--- config.mk ---
export PLATFORM = sky130hd
export DESIGN_NAME = activity_controller
export DESIGN_NICKNAME = d
export VERILOG_FILES = /design/src/rtl/activity_controller.sv
export SDC_FILE = /design/constraint.sdc
export NUM_CORES = 1
export LEC_CHECK = 0
export ABC_CLOCK_PERIOD_IN_PS = 1950
export CAP_MARGIN = 5
export CORE_MARGIN = 2
export CORE_UTILIZATION = 48
export CTS_CLUSTER_DIAMETER = 40
export DETAILED_ROUTE_END_ITERATION = 16
export PLACE_DENSITY = 0.69
export SYNTH_ARGS = -nofsm -noshare
export SYNTH_HDL_FRONTEND = slang
export SYNTH_SLANG_ARGS = --single-unit
export TNS_END_PERCENT = 50
--- constraint.sdc ---
create_clock -name clk -period 1.95 [get_ports clk]
set_input_delay 0.39 -clock clk [delete_from_list [all_inputs] [get_ports clk]]
set_output_delay 0.39 -clock clk [all_outputs]
set_load 0.03 [all_outputs]
--- src/rtl/activity_controller.sv ---
// Debounces four activity buttons into one exclusive state and emits one-second
// activity pulses plus a saturating active-seconds total for the fitness tracker.
module activity_controller #(
  parameter int unsigned TICK_DIV        = 100,
  parameter int unsigned DEBOUNCE_CYCLES = 4
) (
  input  logic        clk,
  input  logic        rst,
  input  logic        btn_run,
  input  logic        btn_walk,
  input  logic        btn_cycle,
  input  logic        btn_stop,
  output logic        Run,
  output logic        Walk,
  output logic        Cycle,
  output logic [1:0]  active,
  output logic        sec_tick,
  output logic [15:0] active_seconds
);

  typedef enum logic [1:0] {
    IDLE  = 2'd0,
    RUN   = 2'd1,
    WALK  = 2'd2,
    CYCLE = 2'd3
  } state_e;

  localparam int B_RUN   = 0;
  localparam int B_WALK  = 1;
  localparam int B_CYCLE = 2;
  localparam int B_STOP  = 3;

  localparam logic [7:0]  DB_LIMIT = 8'(DEBOUNCE_CYCLES);
  localparam logic [15:0] DIV_LAST = 16'(TICK_DIV - 1);

  logic [3:0]      btn_raw;
  logic [3:0]      sync1_q, sync2_q;
  logic [3:0][7:0] cnt_q, cnt_d;
  logic [3:0]      db_q, db_d;
  logic [3:0]      press;
  state_e          state_q, state_d;
  logic [15:0]     div_q, div_d;
  logic [15:0]     active_seconds_q, active_seconds_d;
  logic            run_q, run_d, walk_q, walk_d, cycle_q, cycle_d;
  logic            sec_tick_q, sec_tick_d;
  logic            changed, tick;

  assign btn_raw = {btn_stop, btn_cycle, btn_walk, btn_run};

  // NOTE: every signal written here gets a default first, so no path leaves it
  // unassigned and no latch is inferred.
  always_comb begin
    db_d = db_q;
    for (int i = 0; i < 4; i++) begin
      cnt_d[i] = 8'd0;
      if (sync2_q[i] != db_q[i]) begin
        if (cnt_q[i] + 8'd1 == DB_LIMIT) db_d[i] = sync2_q[i];
        else                             cnt_d[i] = cnt_q[i] + 8'd1;
      end
    end
  end

  // Presses are taken from the next debounced level so the state moves on the
  // same edge the button is accepted.
  assign press = db_d & ~db_q;

  always_comb begin
    state_d = state_q;
    if (press[B_STOP])       state_d = IDLE;
    else if (press[B_RUN])   state_d = (state_q == RUN)   ? IDLE : RUN;
    else if (press[B_WALK])  state_d = (state_q == WALK)  ? IDLE : WALK;
    else if (press[B_CYCLE]) state_d = (state_q == CYCLE) ? IDLE : CYCLE;
  end

  assign changed = (state_d != state_q);
  assign tick    = !changed && (state_q != IDLE) && (div_q == DIV_LAST);

  always_comb begin
    div_d            = div_q + 16'd1;
    active_seconds_d = active_seconds_q;
    if (changed || state_q == IDLE || div_q == DIV_LAST) div_d = 16'd0;
    if (tick && active_seconds_q != 16'hFFFF) active_seconds_d = active_seconds_q + 16'd1;
    sec_tick_d = tick;
    run_d      = tick && (state_q == RUN);
    walk_d     = tick && (state_q == WALK);
    cycle_d    = tick && (state_q == CYCLE);
  end

  // NOTE: state uses non-blocking assignments so every flop samples the
  // pre-edge values, independent of statement order.
  always_ff @(posedge clk or negedge rst) begin
    if (!rst) begin
      sync1_q          <= '0;
      sync2_q          <= '0;
      cnt_q            <= '0;
      db_q             <= '0;
      state_q          <= IDLE;
      div_q            <= '0;
      active_seconds_q <= '0;
      run_q            <= 1'b0;
      walk_q           <= 1'b0;
      cycle_q          <= 1'b0;
      sec_tick_q       <= 1'b0;
    end else begin
      sync1_q          <= btn_raw;
      sync2_q          <= sync1_q;
      cnt_q            <= cnt_d;
      db_q             <= db_d;
      state_q          <= state_d;
      div_q            <= div_d;
      active_seconds_q <= active_seconds_d;
      run_q            <= run_d;
      walk_q           <= walk_d;
      cycle_q          <= cycle_d;
      sec_tick_q       <= sec_tick_d;
    end
  end

  assign active         = state_q;
  assign Run            = run_q;
  assign Walk           = walk_q;
  assign Cycle          = cycle_q;
  assign sec_tick       = sec_tick_q;
  assign active_seconds = active_seconds_q;

endmodule

* Word-level counts from Yosys, hierarchy flattened
Index checks and enable logic that the tools add are counted.
Operators by class: add/subtract/negate cells 6, $lt $le $gt $ge 0, reductions and logical operators 11, multiplexer cells 24, equality and inequality tests 14, shift operators 0, bitwise logic cells 2, divide/modulo/power cells 0, multiply operators 0
Operators by type and width (number):
- 8-bit 2-to-1 mux | 8
- 16-bit by 1-bit adder with 16-bit output (second input constant) | 2
- 8-bit by 1-bit adder with 8-bit output (second input constant) | 4
- 8-bit by 3-bit equality test with 1-bit output (second input constant) | 4
- 16-bit by 7-bit equality test with 1-bit output (second input constant) | 1
- 16-bit 2-to-1 mux | 1
- 16-bit != test (second input constant) | 1
- 2-bit 2-to-1 mux | 6
- 1-bit 2-to-1 mux | 9
- 1-bit logical AND | 6
- 4-bit bitwise AND | 1
- 2-bit equality test (second input constant) | 2
- 1-bit != test | 4
- 4-bit inverter | 1
- 2-bit by 1-bit equality test with 1-bit output (second input constant) | 1
- 2-bit zero test | 1
- 1-bit logical OR | 2
- 2-bit != test | 1
- 2-bit nonzero test | 1
- 1-bit zero test | 1
Storage, ports and cells: register bits after elaboration 82, bits of input ports 6, bits in read-only memories 0, latch bits 0, memories kept 0, RAM bits 0, output and inout bits 22

* Logic depth before layout (Yosys ltp)
depth after elaboration 14, gate-level depth with buffers 8, depth with buffers taken out 7

* Worst setup path before layout
OpenSTA, ideal clock, no wires.
kind reg2reg, from register cnt_q[16] (netlist bit), to register active_seconds_q[4], in the netlist active_seconds[4], library setup time 0.138 ns, stages on the path, launching flop included 8, path slack -0.239 ns, arrival time 2.052 ns, cell sequence dfrtp_1 > ha_1 > nand2b_1 > or3_4 > a221oi_4 > nor3b_4 > and4_1 > xor2_1
Between the ends: longest elaborated chain between the ends 14
Ends and longest elaborated chain:
- start, declared | line 38 | logic [3:0][7:0] cnt_q, cnt_d;
- start signal, assigned | line 107 | cnt_q <= cnt_d;
- 8-bit by 1-bit adder with 8-bit output | line 57 | if (cnt_q[i] + 8'd1 == DB_LIMIT) db_d[i] = sync2_q[i];
- 8-bit by 3-bit equality test with 1-bit output | line 57
- 1-bit 2-to-1 mux | line 57
- 1-bit 2-to-1 mux | line 56 | if (sync2_q[i] != db_q[i]) begin
- 4-bit bitwise AND | line 65 | assign press = db_d & ~db_q;
- 2-bit 2-to-1 mux | line 72 | else if (press[B_CYCLE]) state_d = (state_q == CYCLE) ? IDLE : CYCLE;
- 2-bit 2-to-1 mux | line 71 | else if (press[B_WALK]) state_d = (state_q == WALK) ? IDLE : WALK;
- 2-bit 2-to-1 mux | line 70 | else if (press[B_RUN]) state_d = (state_q == RUN) ? IDLE : RUN;
- 2-bit 2-to-1 mux | line 69 | if (press[B_STOP]) state_d = IDLE;
- 2-bit != test | line 75 | assign changed = (state_d != state_q);
- 1-bit zero test | line 76 | assign tick = !changed && (state_q != IDLE) && (div_q == DIV_LAST);
- 1-bit logical AND (2 in a row) | line 76
- 1-bit logical AND | line 82 | if (tick && active_seconds_q != 16'hFFFF) active_seconds_d = active_seconds_q + 16'd1;
- end signal, assigned | line 111 | active_seconds_q <= active_seconds_d;
- end, declared | line 43 | logic [15:0] active_seconds_q, active_seconds_d;
Every way passes these cells. A chain may end at the register's enable or synchronous reset.

* Worst setup path after layout
from register cnt_q[16] (netlist bit), to register active_seconds_q[15], in the netlist active_seconds[15]
Same word-level chain as after synthesis.

==> results.toml <==
[setup_path]
worst_reg2reg_path_depth = 8
r2r_end = "active_seconds[15]$_DFFE_PN0P_"
start_kind = "register"
setup.worst_path.class = "register to register"
timing.critical_path.fanout_max = 7
rrSetupSlack_ns = -0.18
critical_path_arrival_ns = 2.35
critical-path-slowest-cell = "dfrtp_2"
critPathRequiredTime_ns = 2.17
crit_path_cell_trace = "ha_2, nand2b_4, or3_4, a221oi_4, buf_6, nand4bb_4, nor3_2, xor2_1"
timing.rr.start = "cnt_q[16]$_DFF_PN0_"
setup.worst_path.end_class = "register"
max_stage_delay_on_crit_path_ns = 0.44

[timing]
timing_hold_violations_final = 0
relSlewSlack_pct = 54.72
worst_slack_ns = -0.1787
rsz0062_at_grt = "true"
final_min_period_over_clock_period_pct = 109.2
timing.hold.ws_ns = 0.3528
final_max_slew_viol_count = 0
post_route_skew_ns = 0.01028
max_slew.worst_pin.slew_ns = 0.6744
fmaxAchievable_ghz = 0.4698
period_minus_slack_ns = 2.129
finalSetupViolations = 38

[drt]
postRouteAntennaNets = 0
route.detailed.drc = 0
drt_iter0_drc = 91
route.vias.total = 2768
post_drt_via_cell_ratio = 5.060
wire_per_inst_um = 13.00
dr.pass1.iters = 4
totalWireLength_um = 7113

[synthesis]
ys_dominant_reg_cell = "dfrtp_1"
synth_cells = 336
synth_edf_count = 0
yosysSeqAreaShare_pct = 55.31
synth.avg_cell_area_um2 = 11.04
netlist.area_leader.share_pct = 55.31
post_synth_instance_area_mm2 = 0.003710
synth-warning-count = 0
postSynth.asyncResetShare_pct = 100.0
synth_area_leaders = "dfrtp_1 (55%), xor2_1 (7.3%), nor2_1 (5.7%)"
yosys.cell_count.top_type = "dfrtp_1"
synth-seq-cells = 82
synth_top_area_cell = "dfrtp_1"
post_synth_num_cell_types = 39
synth_fp_nets = 349
synth.top_cells.by_count = "dfrtp_1 (82), nor2_1 (56), xor2_1 (31)"

[placed_design]
hpwl_um = 5087
placement.io_buffers = 27
gp_congestion = 0.8388

[clock_tree]
clock_tree.root_cell = "clkbuf_8"
cts_max_level = 3
cts_tree = "yes"
clk_pin_slew_ns = 0.08
worstSkewPairLatency_ns = 0.34
clock_sink_count = 82
cts_inserted_buffers = 9
cts-root-to-sink-buffers = 2

[final_layout]
nets = 453
layout-area-overhead-vs-synth_pct = 33.32
layout-drive-gt1-share_pct = 25.62
antenna_cells_inserted = 0
fill_cells = 621

[floorplan]
initial_utilization_pct = 48.77
die_area_mm2 = 0.008448
dieWidth_um = 91.92
io-pin-count = 28
fp.coreArea_mm2 = 0.007607
die_h_um = 91.92
core.rowCount = 32

[hold_path]
hp-class = "register to register"
worst_hold_startpoint = "sync1_q[3]$_DFF_PN0_"
hold_path_depth = 0
hold_path_end = "sync2_q[3]$_DFF_PN0_"

[status]
violated_checks = "setup timing"
run_status = "finished, violations left"

[power]
leakagePower_nw = 2.320
power.density_cell_area_mw_per_mm2 = 901.7
max-vdd-ir-drop_uv = 882.5
power_mw = 4.460

[global_routing]
largest_net_degree_at_the_start_of_global_routing = 36
wire_length_of_the_first_global_routing_pass_um = 12630
grt_util_all_layers_pct = 18.66
globalRoute.totalOverflow = 0
grt_antenna_before_repair = 0
vias_in_the_first_global_route = 2799

[flow_run]
cap_viol_max_count = 0
[placed cells by master, fill, tap and decap left out, drive strengths merged, types with 5 or more instances in the layout]
master	instances
xor2	31
xnor2	24
nand4	11
and3	16
clkbuf	11
mux2	5
dfrtp	82
nand2b	5
nand2	16
nor2b	7
buf	66
nand3	27
nor2	56
clkdlybuf4s50	23
ha	7
nor3	7
[per-layer routing]
metal / part of all wire [%] / global-route usage [%] / vias up
met2: 48 / 29.90 / 44
met4: 1.7 / 7.587 / 0
li1: - / - / 1369
met3: 2.9 / 3.451 / 11
met5: 0 / 0 / -
met1: 47 / 25.21 / 1344
[how the worst max path moves through the flow]
stage	start	end	slack, ns	depth (start not counted)
finish	cnt_q[16]$_DFF_PN0_	active_seconds[15]$_DFFE_PN0P_	-0.18	8
global route	div_q[0]$_DFF_PN0_	active_seconds[14]$_DFFE_PN0P_	-0.32	8
CTS	cnt_q[17]$_DFF_PN0_	active_seconds[4]$_DFFE_PN0P_	-0.20	8
detailed placement	cnt_q[16]$_DFF_PN0_	active_seconds[1]$_DFFE_PN0P_	-0.25	7
global placement	cnt_q[16]$_DFF_PN0_	active_seconds[1]$_DFFE_PN0P_	-0.21	7
floorplan	cnt_q[16]$_DFF_PN0_	active_seconds[4]$_DFFE_PN0P_	-0.16	7
[state kept, by name, indices dropped and copies added (netlist names)]
register,cells
sec_tick,1
div_q,16
active_seconds,16
Run,1
db_q,4
Cycle,1
sync2_q,4
Walk,1
cnt_q,32
sync1_q,4
active,2
[power breakdown]
group / total [mW] / switching [mW] / leakage [nW] / internal [mW]
clock network: 1.21 / 0.585 / 0.103 / 0.623
registers: 2.07 / 0.184 / 1.10 / 1.88
logic: 1.18 / 0.586 / 1.11 / 0.597
total: 4.46 / 1.35 / 2.32 / 3.10
[area by class of cell]
class | count | area [µm²] | share of cell area [%]
inverters | 4 | 15.01 | 0.3036
multi-input cells | 250 | 1755 | 35.49
well taps | 102 | 127.6 | 2.580
flip-flops and latches | 82 | 2054 | 41.54
clock inverters | 5 | 53.80 | 1.088
repair buffers | 93 | 798.3 | 16.14
clock buffers | 11 | 141.4 | 2.859
[cell families (layout without fill, tap and decap cells)]
group / count (synthesis) / in the layout / synth area share (%)
adder cells (fa/ha/maj): 7 / 7 / 2.361
AO/OA/AOI/OAI: 15 / 15 / 3.204
XOR/XNOR: 55 / 55 / 12.98
AND/OR/NAND/NOR: 166 / 167 / 23.74
flip-flops: 82 / 82 / 55.31
multiplexers: 6 / 6 / 1.787
buffers and inverters: 5 / 113 / 0.6070
[repair_timing]
item	4_1_cts	5_1_grt
cloned	1	0
buffers inserted	10	0
hold endpoints to repair	25	0
pin swaps	15	4
endpoints found under the setup margin	40	39
hold buffers	1	0
resized for setup	20	3
[worst max-delay path: cells and delay by family, from the launching register on]
family | cells | cell delay (ns)
compound gates | 1 | 0.27
xor+xnor | 1 | 0.13
flops | 1 | 0.44
buf+inv | 1 | 0.16
simple gates | 4 | 0.79
fa+ha+maj | 1 | 0.20
[per-stage QoR]
step                instances  setup WS, ns  instance area [µm²]  util, %  TNS, ns
floorplan                 336       -0.1596                 3747        -   -1.957
global placement          520       -0.2088                 4577    60.16   -2.639
detailed placement        520       -0.2501                 4577    60.16   -4.422
CTS                       547       -0.2011                 4936    64.88   -5.851
global route              547       -0.3151                 4946    65.02   -9.776
finish                    547       -0.1787                 4946    65.02   -4.997
Power figures use the tool's default switching activity.
==> RTL change 1 (same flow settings) <==
Remove the register `walk_q`: a continuous assignment takes its place, so the output `Walk` follows one clock earlier.
--- a/src/rtl/activity_controller.sv
+++ b/src/rtl/activity_controller.sv
@@ -98,7 +98,6 @@
       div_q            <= '0;
       active_seconds_q <= '0;
       run_q            <= 1'b0;
-      walk_q           <= 1'b0;
       cycle_q          <= 1'b0;
       sec_tick_q       <= 1'b0;
     end else begin
@@ -110,11 +109,12 @@
       div_q            <= div_d;
       active_seconds_q <= active_seconds_d;
       run_q            <= run_d;
-      walk_q           <= walk_d;
       cycle_q          <= cycle_d;
       sec_tick_q       <= sec_tick_d;
     end
   end
+
+  assign walk_q = walk_d;
 
   assign active         = state_q;
   assign Run            = run_q;
Check against the original RTL: same outputs for any inputs over 10 cycles, from zero or initial values and one cycle with rst low; that may be too few to reach the edited logic, so the function may still have changed.
==> RTL change 1 against the unedited design <==
The flow still finishes with violations (negative setup slack). Largest power group unchanged. Synthesized cell count is 0.30% lower. Critical path type is now register to output pin. Critical path depth is 1 lower. Final cell count is 4.9% higher. Sequential cell count is 1 lower. Synthesized area is 0.67% lower. Cell area is 7.5% higher. Worst setup slack worse by 530 ps. Register-to-register slack worse by 260 ps. Power is 8.4% higher. Wire length is 9.9% higher. Hold slack worse by 350 ps. Utilization is 7.5 points higher.
==> RTL change 1: results (changes against the unedited design) <==
data arrival time of the worst path=2260 ps (-90 ps); met1 WL=3520 µm (+4.4%); post_cts resized=41 (+110%); Hold WC Path Type=input port to asynchronous set/reset pin; VDD IR max=654 µV (-26%); postcts setup bufs=11 (+1); Synth top cells by count=81 x dfrtp_1, 56 x nor2_1, 31 x xor2_1; crit-path leading delay family=simple AND/OR/NAND/NOR gates; Post-synth ARST share=1.00 (unchanged); total wire length=7820 µm (+9.9%); Max H-tree Level=3 (unchanged); Port Buf Inserts=27 (unchanged); global-route track usage on met1=0.274 (+0.0217); synth top area cells=dfrtp_1 55%, xor2_1 7.4%, nor2_1 5.7%; failing checks=negative setup slack; met2 usage=0.355 (+0.0564); clock latency on the worst-skew pair=roughly 350 ps; Clock Tree Buf Depth=2 (unchanged); uppermost layer routed=met4; Tot GR Track Use=0.213 (+0.0260); share of cells above drive strength 1=0.326 (+0.0701); Root Driver=clkbuf_8; Setup WS post-layout=-704 ps (-526 ps); outcome=finished with violations; vias in the first global route=3,093 (+11%); crit path launch=cnt_q[16]; Post-Syn Nets=348 (-0.29%); Yosys warning count=0 (unchanged); Met3 Wirelength=298 µm (+43%); drt pass-1 iters=5 (+1); initial antenna violation count=0 (unchanged); Pleak=2.64 nW (+14%); relative slew slack=0.562 (+0.0144); n_diodes=0 (unchanged); Main synth FF type=dfrtp_1; GR Util met3=0.0624 (+0.0279); Clock Skew=7.59 ps (-2.69 ps); DR WL met2=3910 µm (+15%); first-pass GRT wire length=14,200 µm (+12%); gpl congestion=0.828 (-1.3%); initial DRC count=88 (-3.3%); Setup violations, final=38 (unchanged); largest net degree at the start of global routing=40 (+11%); Critical Path Fanout Max=5 (-2); Clock Pin Slew Worst Setup and Hold Paths=approximately 70 ps; Post-DP HPWL=5380 µm (+5.7%); CP peak stage delay=450 ps; CTS buffer count=9 (unchanged); Via Count=2,898 (+4.7%); nets@finish=484 (+6.8%); Seq/Total Area, Yosys=0.550 (-0.00303)
[RTL change 1: changes by cell type in the layout (fill, tap and decap cells not counted), sizes merged, moves of 3 or more]
cell           change
clkinv             -3
dlymetal6s2s       +4
buf               +35
clkdlybuf4s50      -5
[RTL change 1: path summary, 6_finish.rpt]
path / cells after the start / endpoint / slack (ps)
max in group asynchronous: 2 / active_seconds[14] / 1340
max reg2reg: 10 / active_seconds[1] / -440
min reg2reg: 0 / sync2_q[1] / 350
min: 1 / cnt_q[31] / 0.8
min in group clk: 0 / sync2_q[1] / 350
max: 7 / Walk / -700
[RTL change 1: per-stage QoR]
step	std cells	setup slack (ps)	instance area [µm²]	hold WS (ps)	setup TNS [ps]
after floorplan	335	-358	3730	94.4	-2720
after global placement	544	-726	4780	332	-5510
after detailed placement	544	-806	4780	336	-8740
after CTS	571	-690	5230	5.63	-10400
after global routing	574	-792	5320	24.1	-14480
final	574	-704	5320	0.767	-11470
[RTL change 1: cell families (layout without fill, tap and decap cells)]
kind of cell,after synthesis,in the layout,share of synthesized area
AND/OR/NAND/NOR,166,166,0.239
flip-flops,81,81,0.550
XOR/XNOR,55,55,0.131
AO/OA/AOI/OAI,15,15,0.0323
adder cells (fa/ha/maj),7,7,0.0238
multiplexers,6,6,0.0180
buffers and inverters,5,145,0.00611
[RTL change 1: layout make-up]
type / count / area, µm²
Sequential cell: 81 / 2030
Fill cell: 525 / 2020
Multi-Input combinational cell: 249 / 1820
Timing Repair Buffer: 126 / 1120
Clock buffer: 12 / 145
Tap cell: 99 / 124
Clock inverter: 3 / 65.1
Inverter: 4 / 15.0
[RTL change 1: where the power goes]
group          internal (W)  switching (W)  leakage, nW
sequential          0.00187       0.000123         1.09
clock              0.000748       0.000556        0.106
combinational      0.000811       0.000730         1.44
total               0.00343        0.00141         2.64
==> RTL change 2 (same flow settings) <==
Made on the original files. Set the parameter `TICK_DIV` to 50 (it was 100).
--- a/src/rtl/activity_controller.sv
+++ b/src/rtl/activity_controller.sv
@@ -1,7 +1,7 @@
 // Debounces four activity buttons into one exclusive state and emits one-second
 // activity pulses plus a saturating active-seconds total for the fitness tracker.
 module activity_controller #(
-  parameter int unsigned TICK_DIV        = 100,
+  parameter int unsigned TICK_DIV        = 50,
   parameter int unsigned DEBOUNCE_CYCLES = 4
 ) (
   input  logic        clk,
Formal check against the unedited RTL: no difference found for any inputs over 10 cycles, from zero or initial values and one cycle with rst low; that may be too few to reach the edited logic, so the function may still have changed.
==> RTL change 2 against the unedited design <==
The flow still finishes with violations (negative setup slack). Sequential cell count is the same. Wire length rose by 9.6%. Worst setup slack lost 34 ps. Non-clock buffer count is 9 lower. Final cell count increased by 4.4%. Count of clock-buffer cells in the layout fell by 1. Cell area grew 4.1%. Synthesized area up 6.4%. Via count up 6.3%. Power is 0.72% lower. Critical endpoint is now div_q[7].
==> RTL change 2: results (changes against the unedited design) <==
met1 WL=3640 µm (+7.9%); pre-CTS setup slack=-292 ps (-42.3 ps); CP peak stage delay=460 ps (+20 ps); Setup WS post-layout=-212 ps (-33.7 ps); VDD IR max=426 µV (-52%); outcome=finished with violations; Clock Skew=10.2 ps (-0.119 ps); nets@finish=476 (+5.1%); Post-Syn Nets=390 (+12%); initial DRC count=70 (-23%); Via Count=2,943 (+6.3%); synth top area cells=dfrtp_1 52%, xor2_1 7.5%, nor2_1 4.4%; failing checks=negative setup slack; share of cells above drive strength 1=0.266 (+0.00991); relative slew slack=0.528 (-0.0190); Setup violations, final=37 (-2.6%); Yosys cell types=44 (+13%); Pleak=2.31 nW (-0.37%); multi-input logic area=0.00200 mm² (+14%); Critical Path Fanout Max=16 (+9); gpl congestion=0.869 (+3.6%); Met3 Wirelength=239 µm (+14%); Post-DP HPWL=5500 µm (+8.0%); total wire length=7790 µm (+9.6%); Seq/Total Area, Yosys=0.520 (-0.0331); largest net degree at the start of global routing=32 (-11%); Tot GR Track Use=0.190 (+0.00363); DR WL met2=3800 µm (+11%); FILL cells=677 (+9.0%); data arrival time of the worst path=2440 ps (+90 ps); Synth top cells by count=82 x dfrtp_1, 46 x nor2_1, 34 x xor2_1; vias in the first global route=2,957 (+5.6%); DP Area=0.00477 mm² (+4.2%)
==> RTL change 2: cell types whose count changed in the layout (fill, tap and decap cells not counted), moves of 3 or more <==
cell / delta
buf_4: -12
nor2_1: -10
xor2_1: +3
inv_1: +6
o21ai_0: +4
nand2_1: +7
a21oi_1: +4
nor3_2: +9
clkinvlp_4: +3
xnor2_1: -7
nor2_4: +9
or3_1: +4
and4_1: -3
==> RTL change 2: worst paths after layout <==
kind                                 start  slack, ps  cells after the start          to
worst max-delay path             cnt_q[16]       -210                      8    div_q[7]
worst min-delay path            sync1_q[1]        360                      0  sync2_q[1]
worst max register to register   cnt_q[16]       -210                      8    div_q[7]
worst min register to register  sync1_q[1]        360                      0  sync2_q[1]
max in group asynchronous              rst        910                      3  sync2_q[1]
min in group asynchronous              rst        510                      2   cnt_q[15]
==> RTL change 2: repair_timing <==
item / CTS / global route
gates resized for setup: 21 / 19
pin swaps: 7 / 8
setup endpoints to repair: 39 / 40
hold buffers: 1 / 0
setup buffers: 2 / 2
hold endpoints to repair: 28 / 0
==> RTL change 2: critical path, delay by kind of cell (launching register included) <==
family,cells,cell delay (ps)
compound gates,3,510
buf+inv,1,180
flops,1,460
simple gates,3,760
fa+ha+maj,1,170
==> RTL change 2: where the power goes <==
| group | internal, W | switching (W) |
|---|---|---|
| clock | 0.000451 | 0.000590 |
| combinational | 0.000604 | 0.000705 |
| sequential | 0.00188 | 0.000196 |
| total | 0.00294 | 0.00149 |
==> RTL change 2: stage by stage <==
| step | setup TNS [ps] | std cells | total power [W] |
|---|---|---|---|
| 3_5_place_dp | -7360 | 551 | 0.00333 |
| 4_1_cts | -5150 | 569 | 0.00442 |
| 2_1_floorplan | -8110 | 376 | 0.00292 |
| 5_1_grt | -8520 | 571 | 0.00472 |
| 3_3_place_gp | -5620 | 551 | 0.00330 |
| 6_report | -5020 | 571 | 0.00443 |
==> RTL change 2: per-layer routing <==
metal  vias to the layer above  GRT usage
met5                         -          0
met4                         0     0.0688
met3                        11     0.0303
met2                        45      0.308
met1                      1429      0.260
li1                       1458          -
==> RTL change 2: logic make-up (layout without fill, tap and decap cells) <==
family                     count (synthesis)  count (layout)  synth area share
xor gates and xnor gates                  51              51             0.113
muxes                                      5               5            0.0139
buffers and inverters                     20             110            0.0257
adders and majority gates                  8               8            0.0254
DFF                                       82              82             0.520
AOI/OAI and AO/OA                         23              23            0.0447
and+or+nand+nor                          187             187             0.257
==> RTL change 2: final cells by class <==
cell class                 instances  share of cell area
inverter                          11             0.00802
multi-input combinational        274               0.388
clock buffer                      10              0.0248
timing repair buffer              84               0.148
sequential                        82               0.399
tap                              105              0.0255
clock inverter                     5             0.00632
